--- config.mk ---
export PLATFORM = sky130hd
export DESIGN_NAME = bn_backward_sched
export DESIGN_NICKNAME = d
export VERILOG_FILES = /design/src/rtl/bn_backward_sched.sv
export SDC_FILE = /design/constraint.sdc
export NUM_CORES = 1
export LEC_CHECK = 0
export CAP_MARGIN = 20
export CORE_ASPECT_RATIO = 1.75
export CORE_MARGIN = 2
export CORE_UTILIZATION = 42
export DETAILED_ROUTE_END_ITERATION = 8
export PLACE_DENSITY = 0.8
export SETUP_SLACK_MARGIN = 0.3
export SYNTH_ARGS = -nofsm -noshare
export SYNTH_HDL_FRONTEND = slang
export SYNTH_SLANG_ARGS = --single-unit
--- constraint.sdc ---
create_clock -name clk -period 2.8 [get_ports clk]
set_input_delay 0.42 -clock clk [delete_from_list [all_inputs] [get_ports clk]]
set_output_delay 0.42 -clock clk [all_outputs]
set_load 0.01 [all_outputs]
--- src/rtl/bn_backward_sched.sv ---
// bn_backward_sched: walks channels 0..num_ch-1 for the shared batch-norm
// backward engine. For each channel it fetches the statistics, launches
// the engine, hands the gradients downstream and then releases the engine.
// Optional feature macro: BN_SCHED_WDOG_EN adds a WAIT-state watchdog that
// raises a sticky error and abandons the run if the engine never finishes.
module bn_backward_sched #(
    parameter int IL       = 4,
    parameter int FL       = 16,
    parameter int CH_W     = 8,
    parameter int WDOG_CYC = 64,
    localparam int W       = IL + FL
) (
    input  logic            clk,
    input  logic            reset,
    input  logic            start,
    input  logic [CH_W-1:0] num_ch,
    input  logic [4:0]      batch_num,
    output logic            busy,
    output logic            done,
    output logic            error,
    output logic            prm_rd_en,
    output logic [CH_W-1:0] prm_addr,
    input  logic [W-1:0]    prm_mu,
    input  logic [W-1:0]    prm_vari,
    input  logic [W-1:0]    prm_gamma,
    output logic [4:0]      eng_num,
    output logic [W-1:0]    eng_mu,
    output logic [W-1:0]    eng_vari,
    output logic [W-1:0]    eng_gamma,
    output logic            eng_input_ready,
    output logic            eng_output_taken,
    input  logic            eng_done,
    input  logic [W-1:0]    eng_dgamma,
    input  logic [W-1:0]    eng_dbeta,
    output logic            res_valid,
    input  logic            res_ready,
    output logic [CH_W-1:0] res_ch,
    output logic [W-1:0]    res_dgamma,
    output logic [W-1:0]    res_dbeta
);

    typedef enum logic [2:0] {
        IDLE,
        FETCH,
        LOAD,
        KICK,
        WAIT,
        EMIT,
        RELEASE,
        FIN
    } state_t;

    localparam logic [CH_W-1:0] CH_ONE = 1;

    state_t          state;
    state_t          state_d;
    logic [CH_W-1:0] ch;
    logic [CH_W-1:0] num_ch_r;
    logic            last_ch;

    // The last channel is judged against the count sampled at start, so
    // num_ch may change freely while a run is in progress.
    assign last_ch  = (ch == (num_ch_r - CH_ONE));
    assign prm_addr = ch;

`ifdef BN_SCHED_WDOG_EN
    localparam int WD_W = $clog2(WDOG_CYC) + 1;
    localparam logic [WD_W-1:0] WD_ONE  = 1;
    localparam logic [WD_W-1:0] WD_LAST = WD_W'(WDOG_CYC - 1);

    logic [WD_W-1:0] wdog_cnt;
    logic            wdog_expired;
    logic            error_r;

    assign wdog_expired = (state == WAIT) && !eng_done && (wdog_cnt == WD_LAST);
    assign error        = error_r;

    // Count cycles spent in WAIT and latch a sticky error on expiry; a new
    // accepted start is the only thing that clears the error.
    always_ff @(posedge clk or negedge reset) begin
        if (!reset) begin
            wdog_cnt <= '0;
            error_r  <= 1'b0;
        end else begin
            wdog_cnt <= (state == WAIT) ? (wdog_cnt + WD_ONE) : '0;
            if ((state == IDLE) && start) begin
                error_r <= 1'b0;
            end else if (wdog_expired) begin
                error_r <= 1'b1;
            end
        end
    end
`else
    assign error = 1'b0;
`endif

    // State register.
    always_ff @(posedge clk or negedge reset) begin
        if (!reset) begin
            state <= IDLE;
        end else begin
            state <= state_d;
        end
    end

    // Next-state decode and the one-cycle control strobes of each state.
    always_comb begin
        state_d          = state;
        busy             = (state != IDLE);
        done             = 1'b0;
        prm_rd_en        = 1'b0;
        eng_input_ready  = 1'b0;
        eng_output_taken = 1'b0;
        res_valid        = 1'b0;
        case (state)
            IDLE: begin
                if (start) begin
                    state_d = (num_ch == '0) ? FIN : FETCH;
                end
            end
            FETCH: begin
                prm_rd_en = 1'b1;
                state_d   = LOAD;
            end
            LOAD: begin
                state_d = KICK;
            end
            KICK: begin
                eng_input_ready = 1'b1;
                state_d         = WAIT;
            end
            WAIT: begin
                if (eng_done) begin
                    state_d = EMIT;
                end
`ifdef BN_SCHED_WDOG_EN
                else if (wdog_expired) begin
                    eng_output_taken = 1'b1;
                    state_d          = FIN;
                end
`endif
            end
            EMIT: begin
                res_valid = 1'b1;
                if (res_ready) begin
                    state_d = RELEASE;
                end
            end
            RELEASE: begin
                eng_output_taken = 1'b1;
                state_d          = last_ch ? FIN : FETCH;
            end
            FIN: begin
                done    = 1'b1;
                state_d = IDLE;
            end
            default: begin
                state_d = IDLE;
            end
        endcase
    end

    // Datapath registers: run parameters, engine operands and the result
    // copy; data words pass through bit-exact.
    always_ff @(posedge clk or negedge reset) begin
        if (!reset) begin
            ch         <= '0;
            num_ch_r   <= '0;
            eng_num    <= '0;
            eng_mu     <= '0;
            eng_vari   <= '0;
            eng_gamma  <= '0;
            res_ch     <= '0;
            res_dgamma <= '0;
            res_dbeta  <= '0;
        end else begin
            case (state)
                IDLE: begin
                    if (start) begin
                        ch       <= '0;
                        num_ch_r <= num_ch;
                        eng_num  <= batch_num;
                    end
                end
                LOAD: begin
                    eng_mu    <= prm_mu;
                    eng_vari  <= prm_vari;
                    eng_gamma <= prm_gamma;
                end
                WAIT: begin
                    if (eng_done) begin
                        res_ch     <= ch;
                        res_dgamma <= eng_dgamma;
                        res_dbeta  <= eng_dbeta;
                    end
                end
                RELEASE: begin
                    if (!last_ch) begin
                        ch <= ch + CH_ONE;
                    end
                end
                default: begin
                end
            endcase
        end
    end

endmodule

==> metrics.cfg, run 1 <==
[yosys]
synth.distinct_cells=48
synth-main-ff-cell=dfrtp_1
ys_warn_count=0
ys_async_sr_fraction=1.000
syn-num-nets=503
synth_cells=383
synth_edf_count=0
syn_area_um2=5520
yosysSeqAreaShare=0.5984
ys_seq_elements=132
synth_area_per_cell_um2=14.41

[sta]
min_period_ps=2425
hold_violations=0
relSlewSlack=0.4829
period_share=0.8662
tightest_slew_ps=773.8
setup_tns_ps=0
skew_ps=7.484
max_freq_ghz=0.4123
setup_viol=0
grt_setup_unrepaired=no
holdWs_ps=0.8297
drv_slew=0

[placed_design]
dpl_cell_area_um2=8145
gp_congestion=0.8386
post-dp-hpwl_um=10890
io_buffers=244
dpl.cell_count=783

[floorplanning]
die-width_um=90.67
start_util=0.4290
rows=55
die_h_um=155.7
io_pins=246
die-area_um2=14110
core-area_um2=12870

[critical_path]
critical_path.top_delay_family=buffers and inverters
path_cells=and2b_2 -> and2_2 -> clkdlybuf4s50_1
rr_startpoint=num_ch_r[0]
crit_path_start_kind=register
critPathMaxFanout=12
crit_type=reg2out
ff2ff_path_depth=9
crit_path_max_incr_delay_ps=580
crit_path_end_kind=output pin
cp.required_ps=2380
r2r_end=state[1]
rrSetupSlack_ps=530
arrival_ps=2010
path_buf_inv=1
crit_slowest_cell=clkdlybuf4s50_1

[pwr]
leakage_uw=0.003650
clock_power_share=0.239
p_switching_uw=3074
intPower_uw=6918
peakVddDrop_mv=0.6882
comb_power_share=0.423
seq_power_share=0.338
switching_share=0.3076
power.density_nw_per_um2=1135

[cells_and_area]
areaGrowthSynthToFinish_pct=59.43
fin_util=0.6839
fin_cells=817
final_nets=753
antenna_cells=0
stdcell_area_um2=8801
drive_gt1_frac=0.2632

[clock_tree]
holdBufCountCts=0
cts_tree=built
path_clk_slew_ps=60
insertion_delay_ps=410
clk_path_buf_depth=2
cts-root-buf=clkbuf_16
cts_buffers=17
htree_levels=4
clock_sinks=132

[hold_path]
hp-class=in2async

[global_route]
grt_pass1_vias=4565
grt_antenna_before_repair=0
grt_pass1_wl_um=23890
grt_overflow=0
grt_max_degree=85
grt.total_usage=0.2159

[detailed_routing]
avgRoutedWirePerCell_um=18.13
first_pass_iters=4
drcViolationCount=0
viasPerCell=5.005
drt-total-wl_um=14810
vias=4089
ant_nets=0
drt_iter0_drc=158

[outcome]
status=finished, final reports clean

[run]
maxCapViolations=0

## Yosys cell counts (3+ instances only)
master,instances,area share
dfrtp_1,132,0.60
mux2_2,116,0.24
nand2_1,18,0.012
clkbuf_1,12,0.0082
a21oi_1,8,0.0073
mux2i_1,8,0.015
mux2_1,6,0.012
nor2_1,6,0.0041
xnor2_1,6,0.0095
nand2b_1,5,0.0057
nand3_1,5,0.0045
buf_6,4,0.0082
inv_1,4,0.0027
nor3_1,4,0.0036
xor2_1,4,0.0063
nand4_1,3,0.0034
## worst max-delay path by stage
stage,start,endpoint,slack [ps],cells after the start
2_1_floorplan,num_ch_r[0],prm_addr[3],800,9
5_1_grt,state[0],eng_output_taken,300,3
6_report,state[0],eng_output_taken,370,3
4_1_cts,state[0],eng_output_taken,370,3
3_5_place_dp,num_ch_r[0],state[1],480,8
3_3_place_gp,num_ch_r[0],prm_addr[2],570,8
## layer usage
layer,share of wire,up-vias,track usage
li1,-,1847,-
met1,0.34,2059,0.2184
met2,0.58,163,0.4151
met3,0.064,20,0.05894
met4,0.018,0,0.08132
met5,0,-,0
## layout make-up
class | count | area [µm²]
inverter | 4 | 15.01
fill | 941 | 4068
sequential | 132 | 3303
clock inverter | 14 | 200.2
tap | 171 | 214.0
timing repair buffer | 254 | 2552
clock buffer | 18 | 439.2
multi-input combinational | 224 | 2077
## cell families (layout without fill, tap and decap cells)
logic type / Yosys count / after routing / synth area share
XOR/XNOR: 10 / 10 / 0.01587
multiplexers: 130 / 130 / 0.2634
buffers and inverters: 27 / 290 / 0.02674
adder cells (fa/ha/maj): 2 / 2 / 0.004532
other: 1 / 1 / 0.0006793
AO/OA/AOI/OAI: 23 / 23 / 0.03173
AND/OR/NAND/NOR: 58 / 58 / 0.05870
flip-flops: 132 / 132 / 0.5984
## per-stage QoR
stage | setup WS [ps] | power (µW)
2_1_floorplan | 800.0 | 5381
5_1_grt | 304.2 | 10510
3_5_place_dp | 475.9 | 7646
6_report | 374.6 | 9992
4_1_cts | 374.5 | 10080
3_3_place_gp | 565.4 | 7485
## registers in the layout, summed over array words and instances, names as in the netlist
register and count:
eng_vari 20, prm_addr 8, state 3, eng_mu 20, res_dbeta 20, num_ch_r 8, res_ch 8, eng_num 5
eng_gamma 20, res_dgamma 20
## timing repair
action | 4_1_cts | 5_1_grt
pin swaps | 0 | 1
setup buffers | 0 | 2
cloned | 0 | 0
endpoints found under the setup margin | 1 | 10
resized for setup | 1 | 0
## cells in the final DEF, fill, tap and decap left out, types with 2 or more instances in the layout
master	count
mux2_2	116
xor2_1	4
nor2b_1	2
clkbuf_16	17
a21oi_1	8
nand4_1	3
nand3_1	5
mux2i_1	8
and2_2	2
bufinv_16	4
buf_12	3
o21bai_1	2
nand2_1	18
nand2_2	2
xnor2_1	6
clkdlybuf4s50_1	243
mux2_1	6
inv_1	4
clkinv_4	5
nor4_1	2
nand2b_1	5
nand3b_1	2
nor2_1	6
dfrtp_1	132
clkinv_2	2
ha_1	2
inv_6	3
nor3_1	3
buf_4	8
## power groups by stage
stage	combinational (µW)	sequential [µW]	clock (µW)
3_5_place_dp	4240	3400	0
6_report	4230	3380	2390
4_1_cts	4280	3380	2430
5_1_grt	4490	3510	2510
2_1_floorplan	1730	3660	0
3_3_place_gp	4150	3330	0
(Power assumes the default switching activity.)
==> run 2, diff against run 1 <==
--- a/config.mk
+++ b/config.mk
@@ -7,8 +7,8 @@
 export LEC_CHECK = 0
 export CAP_MARGIN = 20
 export CORE_ASPECT_RATIO = 1.75
-export CORE_MARGIN = 2
 export CORE_UTILIZATION = 42
+export CTS_CLUSTER_SIZE = 28
 export DETAILED_ROUTE_END_ITERATION = 8
 export PLACE_DENSITY = 0.8
 export SETUP_SLACK_MARGIN = 0.3
==> constraint.sdc (replaced) <==
create_clock -name clk -period 2.8 [get_ports clk]
set_input_delay 0.42 -clock clk [delete_from_list [all_inputs] [get_ports clk]]
set_output_delay 0.42 -clock clk [all_outputs]
set_load 0.1 [all_outputs]
==> run 2 against run 1 <==
  * Non-clock buffer count unchanged
  * Clock skew rose by 1.7 ps
  * Cell count down 0.24%
  * Utilization is 2.1 points lower
  * Routed wire length fell by 3.3%
  * First-iteration DRC count down 21%
  * Hold slack improved by 400 ps
  * Via count grew 0.32%
  * Global-route usage up 0.28 points
  * Register-to-register slack is essentially flat
  * Count of clock-buffer cells in the layout is the same
  * Critical path type unchanged
  * Critical endpoint unchanged
  * Highest routed layer unchanged
==> metrics.cfg, run 2 (synthesis gave the netlist of run 1 again) <==
[floorplanning]
die-width_um=88.67
die_h_um=153.7
io_pins=246
start_util=0.4290
die-area_um2=13620
core-area_um2=12870
rows=55

[sta]
grt_setup_unrepaired=no
hold_violations=0
relSlewSlack=0.4781
holdWs_ps=403.1
setup_viol=0
setup_ws_ps=512.6
period_share=0.8169
max_freq_ghz=0.4372
skew_ps=9.197
setup_tns_ps=0
drv_slew=0
tightest_slew_ps=781.0
min_period_ps=2287

[detailed_routing]
first_pass_iters=5
ant_nets=0
drt-total-wl_um=14330
viasPerCell=5.033
drt_iter0_drc=125
drcViolationCount=0
avgRoutedWirePerCell_um=17.58
vias=4102

[global_route]
grt_pass1_wl_um=22140
grt.total_usage=0.2187
grt_max_degree=57
grt_pass1_vias=4436
grt_antenna_before_repair=0
grt_overflow=0

[cells_and_area]
antenna_cells=0
n_fill_cell=958
final_common_cell=buf_4
drive_gt1_frac=0.4550
areaGrowthSynthToFinish_pct=54.42
final_cell_mix=buf_4, dfrtp_1, mux2_2, clkdlybuf4s50_1, nand2_1
final_nets=753
fin_util=0.6624

[critical_path]
critPathMaxFanout=12
cp.required_ps=2380
crit_path_end_kind=output pin
crit_type=reg2out
crit_path_start_kind=register
arrival_ps=1870

[clock_tree]
cts_buffers=17
htree_levels=4
insertion_delay_ps=410
cts-root-buf=clkbuf_16
cts_tree=built
clk_path_buf_depth=2
clock_sinks=132
path_clk_slew_ps=60

[outcome]
status=finished, final reports clean

[placed_design]
pre_cts_ws_ps=478.1
io_buffers=244
gp_congestion=0.8267
post-dp-hpwl_um=10760

[hold_path]
hp-class=in2async

[run]
maxCapViolations=0

-- run 2: cell count changes in the layout (fill, tap and decap cells not counted), moves of 2 or more --
cell / previous run / this run
bufinv_16: 4 / 7
buf_4: 8 / 135
clkinv_4: 5 / 3
clkinv_2: 2 / 0
inv_6: 3 / 1
clkdlybuf4s50_1: 243 / 116
-- run 2: worst paths after layout --
kind | start | to | slack, ps | cells past startpoint
max in group asynchronous | reset | eng_vari[3] | 1680 | 3
min | reset | res_dgamma[1] | 400 | 2
min reg2reg | res_dgamma[11] | res_dgamma[11] | 490 | 1
max | state[0] | eng_output_taken | 510 | 3
min in group clk | res_dgamma[11] | res_dgamma[11] | 490 | 1
max reg2reg | num_ch_r[0] | state[1] | 540 | 9
-- run 2: worst max-delay path: stages (launching register included) --
cell and delay (ps):
dfrtp_1 490, and2b_2 290, and2_1 320, buf_4 360
-- run 2: timing repair --
action                                  4_1_cts  5_1_grt
hold endpoints to repair                     12        0
hold buffers                                  1        0
setup buffers                                 0        1
endpoints found under the setup margin        0        7
resized for setup                             0        0
-- run 2: per-layer routing --
metal	global-route usage	up-vias	routed length, µm
met2	0.4088	162	8207
li1	-	1851	-
met1	0.2193	2054	4907
met3	0.05797	35	819
met4	0.09140	0	393
met5	0	-	0
-- run 2: final cells by class --
cell class | count | area [µm²] | area share
inverters | 4 | 15.01 | 0.001761
clock inverters | 12 | 252.7 | 0.02965
well taps | 171 | 214.0 | 0.02510
flip-flops and latches | 132 | 3303 | 0.3875
clock buffers | 18 | 439.2 | 0.05152
multi-input cells | 224 | 2076 | 0.2435
repair buffers | 254 | 2225 | 0.2610
-- run 2: per-stage QoR --
stage | std cells | instance area (µm²)
2_1_floorplan | 383 | 5520
3_3_place_gp | 783 | 7815
3_5_place_dp | 783 | 7815
4_1_cts | 814 | 8517
5_1_grt | 815 | 8524
6_report | 815 | 8524
Power of run 2 is not shown: default switching activity piles up to over one toggle a cycle in this logic, so the estimate is an artifact.
